`config.mk`:
```
export PLATFORM = sky130hd
export DESIGN_NAME = memory_access_unit_flat
export DESIGN_NICKNAME = d
export VERILOG_FILES = /design/src/rtl/memory_access_unit_if.sv /design/src/rtl/memory_access_unit.sv /design/src/flat_wrapper.sv
export SDC_FILE = /design/constraint.sdc
export NUM_CORES = 1
export LEC_CHECK = 0
export CORE_AREA = 2 2 116 90
export CTS_CLUSTER_SIZE = 10
export DETAILED_ROUTE_END_ITERATION = 6
export DIE_AREA = 0 0 118 92
export PLACE_DENSITY = 0.92
export SLEW_MARGIN = 10
export SYNTH_ARGS = -nofsm -noshare
export SYNTH_HDL_FRONTEND = slang
export SYNTH_SLANG_ARGS = --single-unit
```
`constraint.sdc`:
```
create_clock -name clk -period 6.51 [get_ports clk]
set_input_delay 0.651 -clock clk [delete_from_list [all_inputs] [get_ports clk]]
set_output_delay 0.651 -clock clk [all_outputs]
set_load 0.005 [all_outputs]
```
`src/rtl/memory_access_unit_if.sv`:
```
// memory_access_unit_if: req/ack data-memory bus between the memory stage and data memory.
interface memory_access_unit_if;
    logic        req;
    logic        we;
    logic        ack;
    logic [31:0] addr;
    logic [31:0] wdata;
    logic [31:0] rdata;
    modport master(output req, we, addr, wdata, input ack, rdata);
    modport slave(input req, we, addr, wdata, output ack, rdata);
endinterface

```
`src/rtl/memory_access_unit.sv`:
```
// memory_access_unit: memory stage issuing word loads/stores over a req/ack bus,
// stalling the pipeline while an access is outstanding.
module memory_access_unit #(
    parameter int TIMEOUT_CYCLES = 255
) (
    input  logic                         clk,
    input  logic                         reset,
    input  logic [2:0]                   ctrls_m,
    input  logic [31:0]                  aluout_m,
    input  logic [31:0]                  writedata_m,
    memory_access_unit_if.master         bus,
    output logic [31:0]                  readdata_m,
    output logic                         stall_m,
    output logic                         misaligned_m,
    output logic                         bus_error_m
);
    typedef enum logic [1:0] {IDLE, REQ, DONE} state_t;
    localparam logic [7:0] CNT_MAX = 8'(TIMEOUT_CYCLES - 1);
    state_t     state;
    logic [7:0] cnt;
    logic       access;
    logic       aligned;
    logic       start;
    logic       unused_regwrite;
    assign unused_regwrite = ctrls_m[2];
    assign access       = ctrls_m[0] | ctrls_m[1];
    assign aligned      = aluout_m[1:0] == 2'b00;
    assign start        = state == IDLE && access && aligned;
    assign stall_m      = !reset && (start || state == REQ);
    assign misaligned_m = !reset && state == IDLE && access && !aligned;
    // Store wins when both load and store bits are set, so we is simply the store bit.
    always_ff @(posedge clk or posedge reset) begin
        if (reset) begin
            state       <= IDLE;
            cnt         <= 8'd0;
            bus.req     <= 1'b0;
            bus.we      <= 1'b0;
            bus.addr    <= 32'd0;
            bus.wdata   <= 32'd0;
            readdata_m  <= 32'd0;
            bus_error_m <= 1'b0;
        end else begin
            bus_error_m <= 1'b0;
            case (state)
                IDLE: if (start) begin
                    state     <= REQ;
                    cnt       <= 8'd0;
                    bus.req   <= 1'b1;
                    bus.we    <= ctrls_m[0];
                    bus.addr  <= {aluout_m[31:2], 2'b00};
                    bus.wdata <= writedata_m;
                end
                REQ: begin
                    cnt <= cnt + 8'd1;
                    if (bus.ack) begin
                        state   <= DONE;
                        bus.req <= 1'b0;
                        if (!bus.we) readdata_m <= bus.rdata;
                    end else if (cnt == CNT_MAX) begin
                        state       <= DONE;
                        bus.req     <= 1'b0;
                        bus_error_m <= 1'b1;
                        if (!bus.we) readdata_m <= 32'd0;
                    end
                end
                default: state <= IDLE;
            endcase
        end
    end
endmodule

```
`src/flat_wrapper.sv`:
```
// flat-port wrapper written by rule: the top's interface ports become plain ports
module memory_access_unit_flat 
#(
    parameter int TIMEOUT_CYCLES = 255
)
  (clk, reset, ctrls_m, aluout_m, writedata_m, readdata_m, stall_m, misaligned_m, bus_error_m, bus_req, bus_we, bus_addr, bus_wdata, bus_ack, bus_rdata);
  memory_access_unit_if bus_i ();
  input  logic clk;
  input  logic reset;
  input  logic [2:0] ctrls_m;
  input  logic [31:0] aluout_m;
  input  logic [31:0] writedata_m;
  output logic [31:0] readdata_m;
  output logic stall_m;
  output logic misaligned_m;
  output logic bus_error_m;
  output wire logic [$bits(bus_i.req)-1:0] bus_req;
  output wire logic [$bits(bus_i.we)-1:0] bus_we;
  output wire logic [$bits(bus_i.addr)-1:0] bus_addr;
  output wire logic [$bits(bus_i.wdata)-1:0] bus_wdata;
  input wire logic [$bits(bus_i.ack)-1:0] bus_ack;
  input wire logic [$bits(bus_i.rdata)-1:0] bus_rdata;
  assign bus_req = bus_i.req;
  assign bus_we = bus_i.we;
  assign bus_addr = bus_i.addr;
  assign bus_wdata = bus_i.wdata;
  assign bus_i.ack = bus_ack;
  assign bus_i.rdata = bus_rdata;
  memory_access_unit #(.TIMEOUT_CYCLES(TIMEOUT_CYCLES)) u_core (.clk(clk), .reset(reset), .ctrls_m(ctrls_m), .aluout_m(aluout_m), .writedata_m(writedata_m), .bus(bus_i), .readdata_m(readdata_m), .stall_m(stall_m), .misaligned_m(misaligned_m), .bus_error_m(bus_error_m));
endmodule
```
==> results.py <==
metrics = {
    "routing": {
        "wire_per_inst_um": 14.99,
        "drc": 0,
        "viasPerCell": 4.793,
        "drt-initial-drc-count": 123,
        "first_pass_iters": 4,
        "vias": 3518,
        "wirelength_mm": 11.00,
        "postRouteAntennaNets": 0,
    },
    "sta": {
        "hold_viol": 0,
        "setup_violations": 0,
        "fmax_mhz": 339.1,
        "period_needed_ns": 2.949,
        "setup_slack_ns": 3.561,
        "whs_ns": 0.4742,
        "finalMaxSlewViolations": 0,
        "setup-tns-final_ns": 0,
        "rsz0062_at_grt": "false",
        "worst_slew_pin_slew_ns": 1.219,
        "skew_ns": 0.006600,
        "timing.final.crit_share": 0.4530,
        "max-slew-margin-rel": 0.1871,
    },
    "grt": {
        "overflow": 0,
        "grt_pass1_vias": 3644,
        "grt_pass1_wl_mm": 18.03,
        "grtUsageTotal": 0.2093,
        "use_met3": 0.06841,
        "antenna_found_initial": 0,
        "met1_usage": 0.2513,
        "grt_max_degree": 79,
        "grt_use_met2": 0.3580,
        "grt-busiest-layer": "met2",
    },
    "logic_synthesis": {
        "yosys_warnings": 0,
        "synth-seq-cells": 107,
        "synth_async_sr_flop_share": 1.000,
        "syn_avg_cell_area_um2": 10.18,
        "synth_cells": 404,
        "seq_area_frac_synth": 0.6512,
        "synth_enable_flop_cells": 0,
        "synth_cell_types": 29,
        "synth_ff_type": "dfrtp_1",
        "syn_area_um2": 4111,
    },
    "setup_path": {
        "cpMaxStageDelayCell": "clkdlybuf4s50_1",
        "crit_arrival_ns": 2.30,
        "worst-path-buf-inv": 2,
        "critPathKind": "input pin to primary output",
        "slowest_delay_ns": 0.55,
        "worstPathMaxFanout": 3,
        "crit_path_end_kind": "primary output",
        "cp_data_required_time_ns": 5.86,
        "crit_chain": "clkdlybuf4s50_1, o21bai_1, nor4_2, nor2_1, nor3_1, clkdlybuf4s50_1",
        "worst_setup_path_start_kind": "input pin",
        "r2r_setup_slack_ns": 4.20,
        "crit_path_frequent_cell": "clkdlybuf4s50_1",
        "crit_family": "buffers and inverters",
    },
    "cells_and_area": {
        "drive_above_1_share": 0.03679,
        "fin_area_um2": 6482,
        "fin_nets": 697,
        "diodes": 0,
        "syn2layout_area_growth_pct": 57.67,
        "fillers": 757,
        "layout.cells.non_filler": 734,
    },
    "die": {
        "num_io_pins": 203,
        "die_y_um": 92,
        "rows": 32,
        "die_area_um2": 10860,
        "core_area_um2": 9889,
        "die_w_um": 118,
        "start_util": 0.4157,
    },
    "clock_tree": {
        "clk_path_buf_depth": 2,
        "cts_made_buffers": 9,
        "clk_pin_slew_worst_paths_ns": 0.07,
        "cts_resized": 0,
        "clkSinkCount": 107,
        "cts_hold_buffers": 0,
        "cts-root-buf": "clkbuf_16",
        "post_cts_buffers": 0,
        "cts_tree": "yes",
        "cts-htree-levels": 3,
        "clkLatencyLatePin_ns": 0.33,
    },
    "placement": {
        "port_buffers": 199,
        "placed_area_um2": 6171,
        "post-place-ws_ns": 3.560,
        "dp.final_hpwl_mm": 7.787,
        "gp_congestion": 0.8095,
        "dp.cells": 718,
    },
    "run": {
        "maxCapViolCount": 0,
    },
    "hold_path": {
        "hold_path.class": "flip-flop to flip-flop",
    },
    "power": {
        "peakVddDrop_mv": 0.2134,
        "power.leakage_nw": 3.078,
        "powerDensity_nw_per_um2": 350.2,
    },
    "status": {
        "status": "complete, no violations",
    },
}
## metal layers
layer / wire length, um / part of all wire
met5: 0 / 0
met3: 774 / 0.070
met4: 166 / 0.015
met2: 5439 / 0.49
met1: 4623 / 0.42
## final cells by class
class	instances	area [um^2]	share of cell area
multi-input combinational	272	1306	0.2015
timing repair buffer	201	2007	0.3096
tap	136	170.2	0.02625
clock inverter	6	72.57	0.01119
sequential	107	2678	0.4130
clock buffer	10	239.0	0.03687
inverter	2	10.01	0.001544
## power breakdown
part,total [mW],internal (mW),switching (mW)
Sequential,0.986,0.863,0.124
Clock,0.557,0.313,0.244
Combinational,0.727,0.480,0.247
## state kept, by name, summed over array words and instances (netlist names)
register and flops:
u_core.bus.addr 30, u_core.bus.req 1, u_core.bus.wdata 32, u_core.bus.we 1, u_core.bus_error_m 1, u_core.cnt 8, u_core.readdata_m 32, u_core.state 2
## worst register-to-register path, cell delays in order (launching register included)
cell,delay [ns]
dfrtp_1,0.45
o21bai_1,0.24
or4_2,1.14
nand3_1,0.26
o21ai_0,0.10
## final timing paths
kind | start | depth (start not counted) | endpoint
setup / recovery | ctrls_m[0] | 6 | stall_m
hold / removal | u_core.bus.wdata[31] | 2 | u_core.bus.wdata[31]
setup reg to reg | u_core.state[0] | 4 | u_core.cnt[4]
hold reg to reg | u_core.bus.wdata[31] | 2 | u_core.bus.wdata[31]
max in group asynchronous | reset | 3 | u_core.bus.wdata[4]
min in group asynchronous | reset | 2 | u_core.bus.addr[16]
## cells in the final DEF (no fill, tap or decap), drive strengths merged, types with 2 or more instances in the layout
cell type and n:
o21bai 2, inv 4, and2 2, nor3 3, o21ai 5, clkinv 2, dfrtp 107, nand2 196
ha 2, a22o 34, or4 2, clkbuf 10, conb 2, buf 2, clkdlybuf4s50 199, nand3 6
nor4 3, nor2 5
## cells in the mapped netlist, types with 2 or more instances
master	number	area share
nor3_1	3	0.0037
dfrtp_1	107	0.65
buf_6	3	0.0082
o21ai_0	5	0.0061
clkbuf_1	7	0.0064
o21bai_1	2	0.0037
inv_1	2	0.0018
nand3_1	6	0.0073
or4_1	2	0.0037
nor2_1	5	0.0046
ha_1	2	0.0061
a22o_1	34	0.072
buf_2	9	0.011
buf_4	2	0.0037
nand2_1	196	0.18
buf_1	3	0.0027
nor4_1	3	0.0046
and2_1	2	0.0030
## kinds of logic after synthesis
kind of cell,after synthesis,share of synthesized area
and+or+nand+nor,221,0.2124
DFF,107,0.6512
AOI/OAI and AO/OA,45,0.09038
buffers and inverters,26,0.03378
muxes,2,0.005173
adders and majority gates,2,0.006085
other,1,0.0009121
## metrics by stage
step	util	power [mW]
after CTS	0.6555	2.296
after detailed placement	0.6240	1.726
after global routing	0.6555	2.401
final	0.6555	2.270
after floorplan	-	1.209
after global placement	0.6240	1.690
No activity file was read; power rests on OpenSTA's default activity.
